## src/rtl/crc32_stream.sv

```systemverilog
// crc32_stream: streaming CRC-32 over byte-laned beats.
// Each accepted beat is absorbed in one clock by an unrolled per-byte update.
// The finished CRC and the frame byte count are held until the consumer takes them.
// Optional feature: define CRC32_STREAM_FCS_CHECK_EN to drive out_fcs_ok from a
// good-frame residue compare; without it out_fcs_ok is tied low.
//
// Handshake: a beat moves when in_valid && in_ready on a rising clk edge, and a
// result moves when out_valid && out_ready. in_valid/in_data must not depend on
// in_ready, and out_valid never drops until the result has been consumed.
module crc32_stream #(
    parameter int          DATA_W = 8,
    parameter logic [31:0] POLY   = 32'h04C11DB7,
    parameter logic [31:0] INIT   = 32'hFFFFFFFF,
    parameter bit          REFIN  = 1'b1,
    parameter bit          REFOUT = 1'b1,
    parameter logic [31:0] XOROUT = 32'hFFFFFFFF
) (
    input  logic                clk,
    input  logic                rst,
    input  logic                in_valid,
    output logic                in_ready,
    input  logic [DATA_W-1:0]   in_data,
    input  logic [DATA_W/8-1:0] in_keep,
    input  logic                in_first,
    input  logic                in_last,
    output logic                out_valid,
    input  logic                out_ready,
    output logic [31:0]         out_crc,
    output logic [15:0]         out_bytes,
    output logic                out_fcs_ok,
    output logic [1:0]          dbg_state
);

    localparam int LANES = DATA_W / 8;

    typedef enum logic [1:0] {
        IDLE = 2'd0,
        ACC  = 2'd1,
        HOLD = 2'd2
    } state_t;

    state_t      state;
    state_t      state_next;
    logic        accept;
    logic        absorb;
    logic        finish;
    logic        consume;
    logic [3:0]  n_bytes;
    logic [31:0] acc;
    logic [31:0] acc_next;
    logic [31:0] crc_final;
    logic [15:0] count;
    logic [15:0] count_next;
    logic [15:0] count_base;
    logic [16:0] count_sum;

    function automatic logic [7:0] reflect8(input logic [7:0] b);
        logic [7:0] r;
        for (int j = 0; j < 8; j++) r[j] = b[7-j];
        return r;
    endfunction

    function automatic logic [31:0] reflect32(input logic [31:0] v);
        logic [31:0] r;
        for (int j = 0; j < 32; j++) r[j] = v[31-j];
        return r;
    endfunction

    // One byte through the MSB-first normal-form CRC register.
    function automatic logic [31:0] crc_byte(input logic [31:0] c, input logic [7:0] b);
        logic [31:0] r;
        logic [7:0]  bb;
        bb = REFIN ? reflect8(b) : b;
        r  = c ^ {bb, 24'h000000};
        for (int j = 0; j < 8; j++) r = r[31] ? ((r << 1) ^ POLY) : (r << 1);
        return r;
    endfunction

    assign dbg_state = state;

    // State register.
    always_ff @(posedge clk or negedge rst) begin
        if (!rst) state <= IDLE;
        else      state <= state_next;
    end

    // Next state; a result consumed in HOLD can hand straight over to a new frame.
    always_comb begin
        state_next = state;
        case (state)
            IDLE, ACC: if (absorb) state_next = in_last ? HOLD : ACC;
            HOLD: begin
                if (consume) begin
                    if (absorb) state_next = in_last ? HOLD : ACC;
                    else        state_next = IDLE;
                end
            end
            default: state_next = IDLE;
        endcase
    end

    // Handshake and datapath strobes; a non-first beat outside a frame is taken and dropped.
    always_comb begin
        in_ready = (state != HOLD) | out_ready;
        accept   = in_valid & in_ready;
        absorb   = accept & (in_first | (state == ACC));
        finish   = absorb & in_last;
        consume  = (state == HOLD) & out_ready;
    end

    // Bytes to absorb: every lane mid-frame, up to the lowest cleared keep bit on the last beat.
    always_comb begin
        n_bytes = 4'(LANES);
        if (in_last) begin
            for (int l = LANES - 1; l >= 0; l--) begin
                if (!in_keep[l]) n_bytes = 4'(l);
            end
        end
    end

    // Unrolled CRC update over the enabled lanes, lane 0 first; reseeded on a first beat.
    always_comb begin
        acc_next = in_first ? INIT : acc;
        for (int l = 0; l < LANES; l++) begin
            if (l < int'(n_bytes)) acc_next = crc_byte(acc_next, in_data[8*l +: 8]);
        end
        crc_final = (REFOUT ? reflect32(acc_next) : acc_next) ^ XOROUT;
    end

    // Saturating byte count for the frame in progress.
    always_comb begin
        count_base = in_first ? 16'd0 : count;
        count_sum  = {1'b0, count_base} + 17'(n_bytes);
        count_next = count_sum[16] ? 16'hFFFF : count_sum[15:0];
    end

    // Accumulator, count and the held result registers.
    always_ff @(posedge clk or negedge rst) begin
        if (!rst) begin
            acc       <= INIT;
            count     <= 16'd0;
            out_valid <= 1'b0;
            out_crc   <= 32'd0;
            out_bytes <= 16'd0;
        end else begin
            if (absorb) begin
                acc   <= acc_next;
                count <= count_next;
            end
            if (finish) begin
                out_valid <= 1'b1;
                out_crc   <= crc_final;
                out_bytes <= count_next;
            end else if (consume) begin
                out_valid <= 1'b0;
            end
        end
    end

`ifdef CRC32_STREAM_FCS_CHECK_EN
    // A frame that carries its own FCS leaves this fixed value in the finished CRC.
    localparam logic [31:0] RESIDUE = 32'h2144DF1C;

    logic fcs_ok_q;

    // Residue flag captured with the result and cleared when it is consumed.
    always_ff @(posedge clk or negedge rst) begin
        if (!rst)         fcs_ok_q <= 1'b0;
        else if (finish)  fcs_ok_q <= (crc_final == RESIDUE);
        else if (consume) fcs_ok_q <= 1'b0;
    end

    assign out_fcs_ok = fcs_ok_q;
`else
    assign out_fcs_ok = 1'b0;
`endif

endmodule

```

## config.mk

```make
export PLATFORM = sky130hd
export DESIGN_NAME = crc32_stream
export DESIGN_NICKNAME = d
export VERILOG_FILES = /design/src/rtl/crc32_stream.sv
export SDC_FILE = /design/constraint.sdc
export NUM_CORES = 1
export LEC_CHECK = 0
export BUFFER_PORTS_ARGS = -buffer_cell sky130_fd_sc_hd__buf_2
export CAP_MARGIN = 20
export CORE_MARGIN = 10
export CORE_UTILIZATION = 54
export DETAILED_ROUTE_END_ITERATION = 12
export GPL_ROUTABILITY_DRIVEN = 0
export PLACE_DENSITY = 0.77
export SYNTH_ARGS = -nofsm -noshare
export SYNTH_HDL_FRONTEND = slang
export SYNTH_SLANG_ARGS = --single-unit
export TNS_END_PERCENT = 10
```

## constraint.sdc

```tcl
create_clock -name clk -period 2 [get_ports clk]
set_input_delay 0.4 -clock clk [delete_from_list [all_inputs] [get_ports clk]]
set_output_delay 0.4 -clock clk [all_outputs]
set_load 0.05 [all_outputs]
```

==> results.md, run 1 <==
* Die W at 128 µm
* Outcome: finished with violations
* Post-route setup slack at -0.330 ns
* WS Path Type: flop to flop
* Max FO, Critical Path at 4
* Post-route ant nets at 0
* Fin nets at 823
* Clock tree buffer depth at 2
* Largest area contributor in the netlist: dfrtp_1
* Die area at 16400 µm²
* DP Cell Count at 926
* Area Growth Syn to Fin at 31.1%
* Async set-reset flop share out of synthesis at 100%
* Hold Path Class: primary input to asynchronous set/reset pin
* Mapped Area at 6290 µm²
* P_leak at 3.81 nW
* CTS tree: done
* Total GRT Usage at 23.1%
* Yosys cell types at 68
* RR Endpoint: out_crc[3]
* CP required at 2.30 ns
* DP HPWL at 13300 µm
* Die Ht at 128 µm
* Syn Area/Cell at 9.53 µm²
* R2r setup slk at -0.33 ns
* EDFF count, synth at 0
* CP Data Arrival Time at 2.63 ns
* Final hold viol count at 0
* Critical Path Sink Type: flop
* Initial Util at 55.1%
* R2r startpoint: acc[30]
* Crit path from: acc[30]
* Largest net degree at the start of global routing at 47
* Core Region at 11400 µm²
* Synth Register Bits at 99
* Final Cell Area at 8250 µm²
* Largest cells by area after synthesis: dfrtp_1 27%, dfstp_2 13%, xnor2_1 6.4%
* Worst Setup EP: out_crc[3]
* Worst Reg2Reg Path Length in Cells at 7
* Vias in the first global route at 5808
* Max frequency at 429 MHz
* Post-route insts no fill at 954
* Total CTS buffers at 9
* Violated checks: negative setup slack
* First-pass detailed-route iteration total at 5
* VDD IR max at 1.14 mV
* Syn_nets at 677
* Drt wl/cell at 21.7 µm
* Vias per cell at 6.25
* DRC viols at 0
* Worst Clk Skew at 0.00710 ns
* Clock sink total at 99
* Predominant post-synthesis flop cell: dfrtp_1
* Mapped Cells at 660
* Synth cell count leaders: 81 x nand2_1, 67 x dfrtp_1, 66 x nor2_1, 63 x o21ai_0, 46 x xnor2_1
* Post-synth top area share at 26.7%
* DRT iter0 DRCs at 781
* Port bufs at 66
* Pwr Density at 1760 nW/µm²
* First-pass GRT wire length at 30300 µm
* Register area share after synthesis at 40.0%
* Worst-Margin Slew at 0.566 ns
* Htree depth at 3
* Top-count cell post-synth: nand2_1
* Max Transition Viols Final at 0
* CTS root buffer: clkbuf_16
* Total grt overflow at 0
* DP Area at 7480 µm²
* Setup crit start kind: flop
* Yosys warnings at 0
* Clock slew at reported path FFs at 0.07 ns
* Slew HR at 62.3%
* Period utilization at 116%
* ANT cells at 0
* Crit path time final at 2.33 ns
* Row count at 39
* DR vias at 5964
* DRT Wirelength at 20700 µm
* Antenna violations before repair at 0
* RSZ-0062 raised after global routing: yes
* Max cap viols at 0
* Ports at 68
* Clk_lat worst skew at 0.36 ns
* Setup violators final at 44
* Share of cells above drive strength 1 at 40.8%
area by class of cell:
cell class / count / area (µm²)
clock buffer: 13 / 250
clock inverter: 3 / 46.3
fill: 751 / 3170
inverter: 8 / 30.0
multi-input combinational: 500 / 3830
sequential: 99 / 2520
tap: 143 / 179
timing repair buffer: 188 / 1400
critical path: stages, from the launching register on:
cell     delay [ns]
dfstp_2        0.66
buf_4          0.16
nor2_1         0.05
xnor2_1        0.31
xnor3_2        0.38
or4_1          0.43
nand3_2        0.11
mux2_2         0.15
placed cells by master, fill, tap and decap left out, types with 5 or more instances in the layout:
cell and count:
buf_4 104, nand2_1 79, dfrtp_1 67, buf_2 65
nor2_1 58, o21ai_0 51, a21oi_1 36, xnor2_1 32
dfstp_2 32, nor3_1 18, xnor2_2 16, mux2_2 16
xor2_2 10, o211ai_1 10, buf_6 10, xnor3_1 9
o21ai_1 9, clkbuf_16 9, buf_12 9, nand3_1 8
nor2_2 8, xor2_1 8, mux2i_1 8, inv_1 7
xor3_1 6, o21ai_2 5, or3_1 5, o22ai_1 5
state kept, by name (all words and copies together), names as in the netlist:
| register | cells |
|---|---|
| out_valid | 1 |
| out_bytes | 16 |
| count | 16 |
| dbg_state | 2 |
| out_crc | 32 |
| acc | 32 |
routing by layer:
| layer | track usage (%) | wire (µm) | vias to the layer above |
|---|---|---|---|
| met1 | 28.7 | 7790 | 2967 |
| li1 | - | - | 2566 |
| met5 | 0 | 0 | - |
| met3 | 4.51 | 1670 | 77 |
| met2 | 37.5 | 10200 | 354 |
| met4 | 11.9 | 1080 | 0 |
through the flow:
step           setup slack (ns)  utilization [%]  total power, mW  setup TNS (ns)  hold WS, ns
3_3_place_gp             -0.270             65.5             11.0          -11.84        0.419
5_1_grt                  -0.345             72.2             15.1           -8.60       0.0722
2_1_floorplan            -0.754                -             8.66          -18.00        0.104
4_1_cts                  -0.141             70.0             13.6           -1.71       0.0429
3_5_place_dp             -0.396             65.5             11.3          -18.74        0.421
6_report                 -0.330             72.2             14.5           -6.14       0.0296
how the worst min path moves through the flow:
stage	from	endpoint	slack [ns]	cells after the start
after detailed placement	rst	out_crc[29]	0.42	1
after global routing	rst	out_crc[1]	0.07	1
after global placement	rst	dbg_state[1]	0.42	1
final	rst	out_crc[29]	0.03	1
after floorplan	rst	count[0]	0.10	0
after CTS	rst	out_crc[29]	0.04	1
power breakdown:
group	total, mW	leakage [nW]	internal [mW]	switching (mW)
Clock	1.81	0.140	1.01	0.796
Sequential	3.58	1.20	2.94	0.641
Combinational	9.16	2.47	4.17	4.99
Total	14.5	3.81	8.12	6.42
cells by family after synthesis:
kind of cell | after synthesis | share of synthesized area [%]
AND/OR/NAND/NOR | 222 | 16.3
AO/OA/AOI/OAI | 159 | 15.3
flip-flops | 99 | 40.0
XOR/XNOR | 89 | 18.0
buffers and inverters | 61 | 5.25
multiplexers | 27 | 4.67
adder cells (fa/ha/maj) | 2 | 0.398
other | 1 | 0.0596
repair_timing:
action,in CTS,in global routing
resized for setup,38,45
hold buffers,0,0
setup endpoints to repair,48,82
hold endpoints to repair,0,0
cloned,0,0
setup buffers,7,6
pin swaps,20,12
Note: power is estimated with default switching activity, not from simulation.
==> inputs of run 2 (changes only) <==
==> constraint.sdc (replaced) <==
create_clock -name clk -period 2 [get_ports clk]
set_input_delay 0.6 -clock clk [delete_from_list [all_inputs] [get_ports clk]]
set_output_delay 0.6 -clock clk [all_outputs]
set_load 0.05 [all_outputs]
==> results.md, run 2 (synthesis results as in run 1) <==
* Largest registers: acc (32), out_crc (32) (unchanged)
* Share of cells above drive strength 1 at 46.6% (was 40.8%)
* Total grt overflow at 0 (unchanged)
* Fin nets at 844 (was 823)
* Vias per cell at 6.72 (was 6.25)
* Most common cell after layout, fill and taps aside: buf_4 (unchanged)
* Ports at 68 (unchanged)
* Clock slew at reported path FFs at 0.08 ns (was 0.07 ns)
* Period utilization at 119% (was 116%)
* Pwr Density at 1760 nW/µm² (about the same)
* Die W at 128 µm (unchanged)
* CTS root buffer: clkbuf_16 (unchanged)
* Max cap viols at 0 (unchanged)
* Place WS at -0.534 ns (was -0.396 ns)
* Commonest non-fill, non-tap cells in the layout: 119 x buf_4, 80 x nand2_1, 66 x dfrtp_1, 63 x buf_2, 55 x nor2_1 (was 104 x buf_4, 79 x nand2_1, 67 x dfrtp_1, 65 x buf_2, 58 x nor2_1)
* Die Ht at 128 µm (unchanged)
* Port bufs at 66 (unchanged)
* DR vias at 6549 (was 5964)
* Area Growth Syn to Fin at 39.2% (was 31.1%)
* Htree depth at 3 (unchanged)
* Max FO, Critical Path at 4 (unchanged)
* DRT iter0 DRCs at 908 (was 781)
* Total GRT Usage at 26.1% (was 23.1%)
* Hold Path Class: primary input to asynchronous set/reset pin (unchanged)
* Max frequency at 420 MHz (was 429 MHz)
* Clk_lat worst skew at 0.37 ns (was 0.36 ns)
* RSZ-0062 raised after global routing: yes (unchanged)
* Outcome: finished with violations (unchanged)
* Post-route ant nets at 0 (unchanged)
* Worst-Margin Slew at 0.552 ns (was 0.566 ns)
* Violated checks: negative setup slack (unchanged)
* DRT Wirelength at 25500 µm (was 20700 µm)
* Total CTS buffers at 9 (unchanged)
* Util after Layout at 76.7% (was 72.2%)
* Critical Path Sink Type: flop (unchanged)
* Crit path time final at 2.38 ns (was 2.33 ns)
* Final hold viol count at 0 (unchanged)
* Initial Util at 55.1% (unchanged)
* Vias in the first global route at 6287 (was 5808)
* CP Data Arrival Time at 2.68 ns (was 2.63 ns)
* CP required at 2.30 ns (about the same)
* Tot Pwr at 15.4 mW (was 14.5 mW)
* Setup crit start kind: flop (unchanged)
* Drt wl/cell at 26.2 µm (was 21.7 µm)
* Setup violators final at 82 (was 44)
* Clock sink total at 99 (unchanged)
* Final hold slack at 0.220 ns (was 0.0296 ns)
* VDD IR max at 1.15 mV (was 1.14 mV)
* ANT cells at 0 (unchanged)
* Worst Clk Skew at 0.0154 ns (was 0.00710 ns)
* Antenna violations before repair at 0 (unchanged)
* CTS tree: done (unchanged)
* Area of the multi-input gates at 4060 µm² (was 3830 µm²)
* Core Region at 11400 µm² (unchanged)
* FF/Latch Area at 2520 µm² (about the same)
* FILL cells at 669 (was 751)
* TNS Setup at -11.28 ns (was -6.14 ns)
* Die area at 16400 µm² (unchanged)
* Row count at 39 (unchanged)
* P_leak at 4.02 nW (was 3.81 nW)
* Max Transition Viols Final at 0 (unchanged)
* WS Path Type: flop to flop (unchanged)
* Largest net degree at the start of global routing at 47 (unchanged)
* Slew HR at 63.2% (was 62.3%)
* DP HPWL at 13300 µm (about the same)
* Clock tree buffer depth at 2 (unchanged)
* DRC viols at 0 (unchanged)
* Post-route setup slack at -0.383 ns (was -0.330 ns)
* First-pass detailed-route iteration total at 6 (was 5)
* First-pass GRT wire length at 33900 µm (was 30300 µm)
run 2: what timing repair did:
| item | 4_1_cts | 5_1_grt |
|---|---|---|
| setup endpoints to repair | 59 | 83 |
| gates resized for setup | 64 | 72 |
| hold buffers | 0 | 0 |
| cloned | 2 | 0 |
| buffers inserted | 15 | 5 |
| pin swaps | 23 | 16 |
run 2: worst paths after layout:
| check | from | to | slack, ns | cells after the start |
|---|---|---|---|---|
| max in group asynchronous | rst | acc[13] | 1.16 | 2 |
| worst max register to register | acc[30] | acc[10] | -0.38 | 7 |
| worst max-delay path | acc[30] | acc[10] | -0.38 | 7 |
| worst min-delay path | rst | out_crc[29] | 0.22 | 1 |
| min in group clk | out_bytes[8] | out_bytes[8] | 0.47 | 2 |
| worst min register to register | out_bytes[8] | out_bytes[8] | 0.47 | 2 |
run 2: metrics by stage:
step	cell area [µm²]	cells
2_1_floorplan	6360	660
3_3_place_gp	7590	937
3_5_place_dp	7590	937
4_1_cts	8380	970
5_1_grt	8750	975
6_report	8750	975
run 2: layer usage:
layer / vias to the layer above / part of all wire (%) / GRT usage (%)
li1: 2617 / - / -
met1: 3120 / 34 / 29.8
met2: 600 / 46 / 42.5
met3: 212 / 11 / 7.03
met4: 0 / 8.7 / 16.9
met5: - / 0 / 0
run 2: power by group:
part           switching [mW]  total (mW)  internal (mW)  leakage [nW]
clock network           0.835        1.87           1.04         0.145
logic                    5.43        9.81           4.39          2.68
registers               0.749        3.70           2.95          1.19
total                    7.01        15.4           8.37          4.02
run 2: final cells by class:
cell class | instances | share of cell area, %
Clock inverter | 4 | 0.572
Sequential cell | 99 | 28.8
Timing Repair Buffer | 209 | 18.9
Tap cell | 143 | 2.04
Multi-Input combinational cell | 500 | 46.4
Clock buffer | 12 | 2.93
Inverter | 8 | 0.343
run 2: worst max-delay path, cell delays in order, from the launching register on:
cell and delay (ns):
dfstp_2 0.67, buf_4 0.16, nor2_1 0.06, xnor2_2 0.24
xnor3_2 0.37, xnor3_1 0.40, o21ai_2 0.22, mux2_2 0.20
==> inputs of run 3 (changes only) <==
--- a/config.mk
+++ b/config.mk
@@ -9,6 +9,7 @@
 export CAP_MARGIN = 20
 export CORE_MARGIN = 10
 export CORE_UTILIZATION = 54
+export CTS_BUF_LIST = sky130_fd_sc_hd__clkbuf_8 sky130_fd_sc_hd__clkbuf_16
 export DETAILED_ROUTE_END_ITERATION = 12
 export GPL_ROUTABILITY_DRIVEN = 0
 export PLACE_DENSITY = 0.77
==> results.md, run 3 (synthesis results as in run 1) <==
* Outcome: finished with violations (unchanged)
* Violated checks: negative setup slack (unchanged)
* First-pass GRT wire length at 33900 µm (unchanged)
* Total grt overflow at 0 (unchanged)
* DRT iter0 DRCs at 959 (was 908)
* Port bufs at 66 (unchanged)
* Setup crit start kind: flop (unchanged)
* Critical Path Sink Type: flop (unchanged)
* RSZ-0062 raised after global routing: yes (unchanged)
* Row count at 39 (unchanged)
* DR WL met3 at 2520 µm (was 2880 µm)
* Worst Setup EP: acc[10] (unchanged)
* Final hold slack at 0.221 ns (was 0.220 ns)
* DP Area at 7590 µm² (unchanged)
* Clock tree buffer depth at 2 (unchanged)
* Max cap viols at 0 (unchanged)
* Place WS at -0.534 ns (unchanged)
* Share of cells above drive strength 1 at 46.5% (was 46.6%)
* CTS tree: done (unchanged)
* Routed met2 length at 11700 µm (was 11800 µm)
* Final Cell Area at 8780 µm² (was 8750 µm²)
* Largest registers: acc (32), out_crc (32) (unchanged)
* Vias per cell at 6.61 (was 6.72)
* Post-route ant nets at 0 (unchanged)
* Clock slew at reported path FFs at 0.08 ns (about the same)
* P_leak at 4.04 nW (was 4.02 nW)
* WS Path Type: flop to flop (unchanged)
* Die W at 128 µm (unchanged)
* Worst Clk Skew at 0.0145 ns (was 0.0154 ns)
* DRC viols at 0 (unchanged)
* CTS Hold Bufs at 0 (unchanged)
* Period utilization at 119% (about the same)
* Core Region at 11400 µm² (unchanged)
* Fin nets at 845 (was 844)
* Hold Path Class: primary input to asynchronous set/reset pin (unchanged)
* Worst Reg2Reg Path Length in Cells at 7 (unchanged)
* Die area at 16400 µm² (unchanged)
* Crit path from: acc[30] (unchanged)
* DP HPWL at 13300 µm (unchanged)
* Pwr Density at 1730 nW/µm² (was 1760 nW/µm²)
* Total GRT Usage at 26.1% (unchanged)
* Ports at 68 (unchanged)
* Metal-1 WL at 8430 µm (was 8600 µm)
* Most common cell after layout, fill and taps aside: buf_4 (unchanged)
* Crit path time final at 2.38 ns (about the same)
* DR vias at 6450 (was 6549)
* ANT cells at 0 (unchanged)
* Uppermost routed layer: met4 (unchanged)
* CP required at 2.29 ns (was 2.30 ns)
* Area Growth Syn to Fin at 39.6% (was 39.2%)
* CTS root buffer: clkbuf_16 (unchanged)
* R2r startpoint: acc[30] (unchanged)
* Drt wl/cell at 25.2 µm (was 26.2 µm)
* Setup violators final at 60 (was 82)
* Clock sink total at 99 (unchanged)
* Max FO, Critical Path at 4 (unchanged)
* Htree depth at 3 (unchanged)
* Antenna violations before repair at 0 (unchanged)
* Max frequency at 421 MHz (was 420 MHz)
* Largest net degree at the start of global routing at 47 (unchanged)
* Initial Util at 55.1% (unchanged)
* Total CTS buffers at 9 (unchanged)
* Slew HR at 49.2% (was 63.2%)
* FILL cells at 655 (was 669)
* RR Endpoint: acc[10] (unchanged)
* Vias in the first global route at 6287 (unchanged)
* Final hold viol count at 0 (unchanged)
* Post-route setup slack at -0.378 ns (was -0.383 ns)
* First-pass detailed-route iteration total at 9 (was 6)
* VDD IR max at 1.19 mV (was 1.15 mV)
* Worst-Margin Slew at 0.754 ns (was 0.552 ns)
* Clk_lat worst skew at 0.36 ns (was 0.37 ns)
* CP Data Arrival Time at 2.67 ns (was 2.68 ns)
* Die Ht at 128 µm (unchanged)
* Commonest non-fill, non-tap cells in the layout: 117 x buf_4, 80 x nand2_1, 66 x dfrtp_1, 63 x buf_2, 55 x nor2_1 (was 119 x buf_4, 80 x nand2_1, 66 x dfrtp_1, 63 x buf_2, 55 x nor2_1)
* DRT Wirelength at 24600 µm (was 25500 µm)
* R2r setup slk at -0.38 ns (about the same)
* Max Transition Viols Final at 0 (unchanged)
-- run 3: final cells by class --
cell class / instances / area [µm²] / area share (%)
multi-input combinational: 500 / 4060 / 46.2
sequential: 99 / 2520 / 28.7
timing repair buffer: 210 / 1680 / 19.2
clock buffer: 11 / 253 / 2.88
tap: 143 / 179 / 2.04
clock inverter: 5 / 53.8 / 0.613
inverter: 8 / 32.5 / 0.371
-- run 3: worst min path at each step --
stage / end / cells past startpoint
floorplan: count[0] / 0
finish: out_crc[29] / 1
global placement: out_bytes[8] / 2
global route: out_crc[12] / 1
CTS: out_crc[29] / 1
detailed placement: out_bytes[2] / 2
-- run 3: worst max-delay path, stage by stage, from the launching register on --
cell and delay, ns:
dfstp_2 0.67, buf_4 0.17, nor2_1 0.07, xnor2_2 0.22
xnor3_2 0.36, xnor3_1 0.40, o21ai_2 0.21, mux2_2 0.19
-- run 3: what timing repair did --
| item | CTS | global route |
|---|---|---|
| cloned | 2 | 0 |
| setup endpoints to repair | 59 | 83 |
| buffers inserted | 15 | 6 |
| gates resized for setup | 64 | 76 |
| pin swaps | 23 | 18 |
-- run 3: metrics by stage --
step | std cells | power, mW | TNS [ns] | util, %
6_report | 976 | 15.2 | -8.97 | 76.9
5_1_grt | 976 | 15.7 | -11.44 | 76.9
4_1_cts | 970 | 13.8 | -1.96 | 73.4
3_5_place_dp | 937 | 11.2 | -31.60 | 66.5
3_3_place_gp | 937 | 10.8 | -26.37 | 66.5
2_1_floorplan | 660 | 8.66 | -26.78 | -
-- run 3: power breakdown --
part / internal, mW / switching [mW] / total [mW]
Sequential: 2.94 / 0.714 / 3.66
Clock: 1.03 / 0.812 / 1.84
Combinational: 4.42 / 5.26 / 9.67
-- run 3: routing by layer --
layer  track usage [%]  up-vias
met5                 0        -
met4              16.9        0
met3              7.03      182
met2              42.5      531
met1              29.8     3119
li1                  -     2618
